$ cat src/rtl/enemy_datapath_if.sv
// Strobe/feedback bus between the enemy sprite FSM and its datapath,
// plus the registered pixel stream the datapath drives to the VGA adapter.
interface enemy_datapath_if;
    logic       en_reset;
    logic       loadX;
    logic       loadY;
    logic       load_colour;
    logic       load_black;
    logic       plot;
    logic       en_counter;
    logic       en_delay_counter;
    logic       reset_delay;
    logic [7:0] X;
    logic [6:0] Y;
    logic [3:0] cnt;
    logic [3:0] delay_cnt;
    logic [7:0] vga_x;
    logic [6:0] vga_y;
    logic [2:0] vga_colour;
    logic       vga_plot;

    modport master (
        output en_reset, loadX, loadY, load_colour, load_black, plot,
               en_counter, en_delay_counter, reset_delay,
        input  X, Y, cnt, delay_cnt, vga_x, vga_y, vga_colour, vga_plot
    );

    modport slave (
        input  en_reset, loadX, loadY, load_colour, load_black, plot,
               en_counter, en_delay_counter, reset_delay,
        output X, Y, cnt, delay_cnt, vga_x, vga_y, vga_colour, vga_plot
    );
endinterface

$ cat src/rtl/enemy_datapath.sv
// Enemy sprite datapath: position, colour, pixel/delay counters, column LFSR
// and a one-cycle registered pixel stream for a 160x120 VGA adapter.
module enemy_datapath #(
    parameter logic [7:0] X_INIT       = 8'd80,
    parameter logic [2:0] ENEMY_COLOUR = 3'b100,
    parameter int         DELAY_DIV    = 50000,
    parameter logic [7:0] LFSR_SEED    = 8'hA5
) (
    input  logic            clock,
    input  logic            resetn,
    enemy_datapath_if.slave io_bus
);
    localparam int            PW         = $clog2(DELAY_DIV);
    localparam logic [PW-1:0] PRESC_LAST = PW'(DELAY_DIV - 1);
    localparam logic [6:0]    Y_LAST     = 7'd110;

    logic [7:0]    r_lfsr;
    logic [7:0]    r_x;
    logic [6:0]    r_y;
    logic [3:0]    r_cnt;
    logic [3:0]    r_delay_cnt;
    logic [PW-1:0] r_prescaler;
    logic [2:0]    r_colour;
    logic [7:0]    r_vga_x;
    logic [6:0]    r_vga_y;
    logic [2:0]    r_vga_colour;
    logic          r_vga_plot;

    logic       w_lfsr_fb;
    logic [7:0] w_x_rand;
    logic       w_delay_clear;

    // Taps x^8+x^6+x^5+x^4+1; maximal length, so a non-zero seed never hits 0.
    assign w_lfsr_fb     = r_lfsr[7] ^ r_lfsr[5] ^ r_lfsr[4] ^ r_lfsr[3];
    // Folding 157..255 down by 100 keeps the whole 4-wide sprite on screen.
    assign w_x_rand      = (r_lfsr < 8'd157) ? r_lfsr : r_lfsr - 8'd100;
    assign w_delay_clear = io_bus.reset_delay | ~io_bus.en_delay_counter;

    // NOTE: non-blocking assignments so every register sees pre-edge values.
    always_ff @(posedge clock or negedge resetn) begin
        if (!resetn) r_lfsr <= LFSR_SEED;
        else         r_lfsr <= {r_lfsr[6:0], w_lfsr_fb};
    end

    always_ff @(posedge clock or negedge resetn) begin
        if (!resetn) begin
            r_x         <= X_INIT;
            r_y         <= '0;
            r_cnt       <= '0;
            r_delay_cnt <= '0;
            r_prescaler <= '0;
            r_colour    <= '0;
        end else if (io_bus.en_reset) begin
            r_x         <= X_INIT;
            r_y         <= '0;
            r_cnt       <= '0;
            r_delay_cnt <= '0;
            r_prescaler <= '0;
            r_colour    <= '0;
        end else begin
            if (io_bus.loadX)       r_x      <= w_x_rand;
            if (io_bus.loadY)       r_y      <= (r_y == Y_LAST) ? 7'd0 : r_y + 7'd1;
            if (io_bus.en_counter)  r_cnt    <= r_cnt + 4'd1;
            if (io_bus.load_colour) r_colour <= ENEMY_COLOUR;

            // Counting takes precedence over an explicit clear request.
            if (io_bus.en_delay_counter) begin
                if (r_prescaler == PRESC_LAST) begin
                    r_prescaler <= '0;
                    if (r_delay_cnt != 4'd15) r_delay_cnt <= r_delay_cnt + 4'd1;
                end else begin
                    r_prescaler <= r_prescaler + 1'b1;
                end
            end else if (w_delay_clear) begin
                r_prescaler <= '0;
                r_delay_cnt <= '0;
            end
        end
    end

    always_ff @(posedge clock or negedge resetn) begin
        if (!resetn) begin
            r_vga_x      <= '0;
            r_vga_y      <= '0;
            r_vga_colour <= '0;
            r_vga_plot   <= 1'b0;
        end else begin
            r_vga_x      <= r_x + {6'd0, r_cnt[1:0]};
            r_vga_y      <= r_y + {5'd0, r_cnt[3:2]};
            r_vga_colour <= io_bus.load_black ? 3'b000 : r_colour;
            r_vga_plot   <= io_bus.plot;
        end
    end

    assign io_bus.X          = r_x;
    assign io_bus.Y          = r_y;
    assign io_bus.cnt        = r_cnt;
    assign io_bus.delay_cnt  = r_delay_cnt;
    assign io_bus.vga_x      = r_vga_x;
    assign io_bus.vga_y      = r_vga_y;
    assign io_bus.vga_colour = r_vga_colour;
    assign io_bus.vga_plot   = r_vga_plot;
endmodule

$ cat src/flat_wrapper.sv
// flat-port wrapper written by rule: the top's interface ports become plain ports
module enemy_datapath_flat 
#(
    parameter logic [7:0] X_INIT       = 8'd80,
    parameter logic [2:0] ENEMY_COLOUR = 3'b100,
    parameter int         DELAY_DIV    = 50000,
    parameter logic [7:0] LFSR_SEED    = 8'hA5
)
  (clock, resetn, io_bus_en_reset, io_bus_loadX, io_bus_loadY, io_bus_load_colour, io_bus_load_black, io_bus_plot, io_bus_en_counter, io_bus_en_delay_counter, io_bus_reset_delay, io_bus_X, io_bus_Y, io_bus_cnt, io_bus_delay_cnt, io_bus_vga_x, io_bus_vga_y, io_bus_vga_colour, io_bus_vga_plot);
  enemy_datapath_if io_bus_i ();
  input  logic clock;
  input  logic resetn;
  input wire logic [$bits(io_bus_i.en_reset)-1:0] io_bus_en_reset;
  input wire logic [$bits(io_bus_i.loadX)-1:0] io_bus_loadX;
  input wire logic [$bits(io_bus_i.loadY)-1:0] io_bus_loadY;
  input wire logic [$bits(io_bus_i.load_colour)-1:0] io_bus_load_colour;
  input wire logic [$bits(io_bus_i.load_black)-1:0] io_bus_load_black;
  input wire logic [$bits(io_bus_i.plot)-1:0] io_bus_plot;
  input wire logic [$bits(io_bus_i.en_counter)-1:0] io_bus_en_counter;
  input wire logic [$bits(io_bus_i.en_delay_counter)-1:0] io_bus_en_delay_counter;
  input wire logic [$bits(io_bus_i.reset_delay)-1:0] io_bus_reset_delay;
  output wire logic [$bits(io_bus_i.X)-1:0] io_bus_X;
  output wire logic [$bits(io_bus_i.Y)-1:0] io_bus_Y;
  output wire logic [$bits(io_bus_i.cnt)-1:0] io_bus_cnt;
  output wire logic [$bits(io_bus_i.delay_cnt)-1:0] io_bus_delay_cnt;
  output wire logic [$bits(io_bus_i.vga_x)-1:0] io_bus_vga_x;
  output wire logic [$bits(io_bus_i.vga_y)-1:0] io_bus_vga_y;
  output wire logic [$bits(io_bus_i.vga_colour)-1:0] io_bus_vga_colour;
  output wire logic [$bits(io_bus_i.vga_plot)-1:0] io_bus_vga_plot;
  assign io_bus_i.en_reset = io_bus_en_reset;
  assign io_bus_i.loadX = io_bus_loadX;
  assign io_bus_i.loadY = io_bus_loadY;
  assign io_bus_i.load_colour = io_bus_load_colour;
  assign io_bus_i.load_black = io_bus_load_black;
  assign io_bus_i.plot = io_bus_plot;
  assign io_bus_i.en_counter = io_bus_en_counter;
  assign io_bus_i.en_delay_counter = io_bus_en_delay_counter;
  assign io_bus_i.reset_delay = io_bus_reset_delay;
  assign io_bus_X = io_bus_i.X;
  assign io_bus_Y = io_bus_i.Y;
  assign io_bus_cnt = io_bus_i.cnt;
  assign io_bus_delay_cnt = io_bus_i.delay_cnt;
  assign io_bus_vga_x = io_bus_i.vga_x;
  assign io_bus_vga_y = io_bus_i.vga_y;
  assign io_bus_vga_colour = io_bus_i.vga_colour;
  assign io_bus_vga_plot = io_bus_i.vga_plot;
  enemy_datapath #(.X_INIT(X_INIT), .ENEMY_COLOUR(ENEMY_COLOUR), .DELAY_DIV(DELAY_DIV), .LFSR_SEED(LFSR_SEED)) u_core (.clock(clock), .resetn(resetn), .io_bus(io_bus_i));
endmodule
$ cat config.mk
export PLATFORM = sky130hd
export DESIGN_NAME = enemy_datapath_flat
export DESIGN_NICKNAME = d
export VERILOG_FILES = /design/src/rtl/enemy_datapath_if.sv /design/src/rtl/enemy_datapath.sv /design/src/flat_wrapper.sv
export SDC_FILE = /design/constraint.sdc
export NUM_CORES = 1
export LEC_CHECK = 0
export CORE_MARGIN = 2
export CORE_UTILIZATION = 48
export CTS_CLUSTER_DIAMETER = 200
export DETAILED_ROUTE_END_ITERATION = 16
export PLACE_DENSITY = 0.78
export SETUP_SLACK_MARGIN = 0.15
export SLEW_MARGIN = 20
export SYNTH_ARGS = -nofsm -noshare
export SYNTH_HDL_FRONTEND = slang
export SYNTH_SLANG_ARGS = --single-unit
$ cat constraint.sdc
create_clock -name clock -period 1.66 [get_ports clock]
set_input_delay 0.166 -clock clock [delete_from_list [all_inputs] [get_ports clock]]
set_output_delay 0.166 -clock clock [all_outputs]
set_load 0.01 [all_outputs]
==> impl_metrics.ini <==
[global_route]
grtUsageTotal = 0.215
antenna_found_initial = 0
grt_pass1_wl_mm = 11.9
grt.overflow.total = 0
grt_pass1_vias = 2588
grt_max_degree = 25

[clock_tree]
insertion_delay_ns = 0.36
clk_pin_slew_ns = 0.07
cts_tree = yes
cts.path.max_buffers = 2
cts-htree-levels = 3
cts_num_sinks = 65
cts_root_buf = clkbuf_8
cts_buffers = 9

[critical_path]
cp-startpoint = u_core.r_lfsr[2]
worstSetupStartpointType = register
crit_cells = 5
crit_path_end_kind = register
slowest_delay_ns = 0.54
reg2reg_to = u_core.io_bus.X[5]
cp-endpoint = u_core.io_bus.X[5]
cp_num_buf_inv = 0
path_class = reg -> reg
critPathTopFamily = flip-flops
rr_startpoint = u_core.r_lfsr[2]
crit_chain = ha_1 -> o211ai_1 -> and2_4 -> or3_1 -> a311oi_1
slowest_stage = dfstp_2
reg2reg_slack_ns = -0.05
cp.arrival_ns = 1.97
worstPathRequired_ns = 1.92
rr_worst_depth = 5
crit_fanout = 3

[synth]
synth-async-reset-ratio = 1.00
synth_cells = 292
synth_compound_area_frac = 0.0769
avgSynthCellArea_um2 = 10.5
synth_top_family_by_area = simple AND/OR/NAND/NOR gates
yosys_register_bits = 65
synth_simple_gate_area_share = 0.182
ys_seq_area_frac = 0.532
synth_edf_count = 0
synthFlopType = dfrtp_1
synth_mux_area_frac = 0.0195
synthAdderAreaFrac = 0.0578
yosys_warnings = 0
netlist_area_mm2 = 0.00307
synth-xor-area-share = 0.0940
ys_types = 49

[drt]
wl_mm = 8.11
routed_via_density = 5.48
first_pass_iters = 4
ant_nets = 0
drt_iter0_drc = 150
drc_errors = 0
wl_per_cell_um = 16.7
vias = 2659

[sta]
maxSlewViolCount = 0
report.final.hold_viol_count = 0
max_freq_mhz = 586
slew_headroom = 0.621
finClkSkew_ns = 0.0149
rsz0062_at_grt = yes
timing.final.ws_setup_ns = -0.0460
timing.hold.ws_ns = 0.267
worst_pin_slew_ns = 0.568
finalCriticalPeriod_ns = 1.71
setup_violations = 2
setup-tns-final_ns = -0.0481
fin_crit_sh = 1.03

[power]
pwr-share-seq = 0.473
p_leak_nw = 2.11
internal_power_w = 0.00271
power_frac_clock = 0.441
power.switching_w = 0.000789
powerDensity_mw_per_mm2 = 760
p_sw_frac = 0.225
comb_power_share = 0.086
vdd_drop_max_mv = 0.609

[cells_and_area]
final_layout_size_suffix_gt1_frac = 0.309
antenna_cells = 0
n_fill_cell = 406
multiInputGateArea_mm2 = 0.00153
area_growth_pct = 49.9
seq_area_mm2 = 0.00165
fin_nets = 427
final_core_util = 0.734

[place]
portBuffers = 49
gp_congestion = 0.876
dp_hpwl_mm = 4.46

[outcome]
violations = setup timing
run_status = finished with violations

[run]
max_cap_viol_count = 0

[floorplanning]
die_h_um = 84.0
fp-row-count = 29
die_area_mm2 = 0.00706
core_mm2 = 0.00628
io_pins = 53
start_util = 0.490
fp.dieW_um = 84.0

[hold_path]
hp-class = in -> reg
[sequential cells by signal, summed over array words and instances, names as in the netlist]
name / flops
u_core.io_bus.X: 8
u_core.io_bus.Y: 7
u_core.io_bus.cnt: 4
u_core.io_bus.delay_cnt: 4
u_core.io_bus.vga_colour: 1
u_core.io_bus.vga_plot: 1
u_core.io_bus.vga_x: 8
u_core.io_bus.vga_y: 7
u_core.r_colour: 1
u_core.r_lfsr: 8
u_core.r_prescaler: 16
[what timing repair did]
item                                    4_1_cts  5_1_grt
pin swaps                                    15       12
hold endpoints to repair                     16        0
resized for setup                            29       39
endpoints found under the setup margin       39       39
hold buffers                                  1        0
buffers inserted                             19       18
cloned                                        0        1
[layer usage]
layer | vias up | GRT usage | share of wire
met4 | 0 | 0.111 | 0.032
met1 | 1325 | 0.262 | 0.41
li1 | 1216 | - | -
met2 | 92 | 0.350 | 0.51
met5 | - | 0 | 0
met3 | 26 | 0.0554 | 0.049
[per-stage QoR]
stage          total power [W]  cells  instance area (µm²)  setup slack [ns]
2_1_floorplan          0.00178    293                 3080            0.0346
3_3_place_gp           0.00195    430                 3820            0.0375
3_5_place_dp           0.00196    430                 3820           -0.0374
4_1_cts                0.00348    466                 4280           -0.0246
5_1_grt                0.00361    485                 4610            -0.108
6_report               0.00350    485                 4610           -0.0460
[how the worst min path moves through the flow]
stage | from | end | slack, ns | cells past startpoint
floorplan | resetn | u_core.io_bus.X[0] | -0.13 | 0
global placement | resetn | u_core.r_colour[2] | 0.18 | 1
detailed placement | resetn | u_core.r_colour[2] | 0.19 | 1
CTS | io_bus_plot | u_core.io_bus.vga_plot | 0.27 | 1
global route | io_bus_plot | u_core.io_bus.vga_plot | 0.28 | 1
finish | io_bus_plot | u_core.io_bus.vga_plot | 0.27 | 1
[synth_stat cells (3+ instances only)]
cell      instances  share of area
dfrtp_1          59           0.48
nor2_1           38          0.046
xnor2_1          23          0.066
nand2_1          22          0.027
inv_1            14          0.017
ha_1             11          0.045
nand3_1          11          0.018
xor2_1           10          0.028
a21oi_1           8          0.013
clkbuf_1          8         0.0098
dfstp_2           6          0.051
mux2i_1           6          0.020
nand2b_1          6          0.012
nand4_1           6          0.012
nor2b_1           5          0.010
nor3_1            5         0.0081
nor4_1            4         0.0081
a21o_1            3         0.0073
o211ai_1          3         0.0073
o21ai_0           3         0.0049
or3_1             3         0.0061
[layout make-up]
type / instances / share of cell area
sequential: 65 / 0.358
multi-input combinational: 201 / 0.331
timing repair buffer: 112 / 0.230
clock buffer: 14 / 0.0353
tap: 77 / 0.0209
clock inverter: 2 / 0.0130
inverter: 14 / 0.0114
[power by group through the flow]
stage	logic, W	registers (W)	clock network [W]
floorplan	0.0000786	0.00170	0
global route	0.000332	0.00166	0.00162
finish	0.000302	0.00165	0.00154
global placement	0.000266	0.00168	0
CTS	0.000289	0.00165	0.00154
detailed placement	0.000271	0.00168	0
[logic make-up after synthesis]
family,Yosys count
DFF,65
other,1
xor gates and xnor gates,33
buffers and inverters,27
adders and majority gates,13
and+or+nand+nor,113
muxes,6
AOI/OAI and AO/OA,34
[layout by cell type (no fill, tap or decap), types with 9 or more instances in the layout]
cell type,netlist,routed
buf_4,2,50
dfrtp_1,59,47
clkdlybuf4s50_1,0,38
nor2_1,38,36
xnor2_1,23,21
nand2_1,22,19
dfrtp_2,0,12
inv_1,14,11
clkbuf_8,0,11
xor2_1,10,10
nand3_1,11,9
Power figures use the tool's default switching activity.
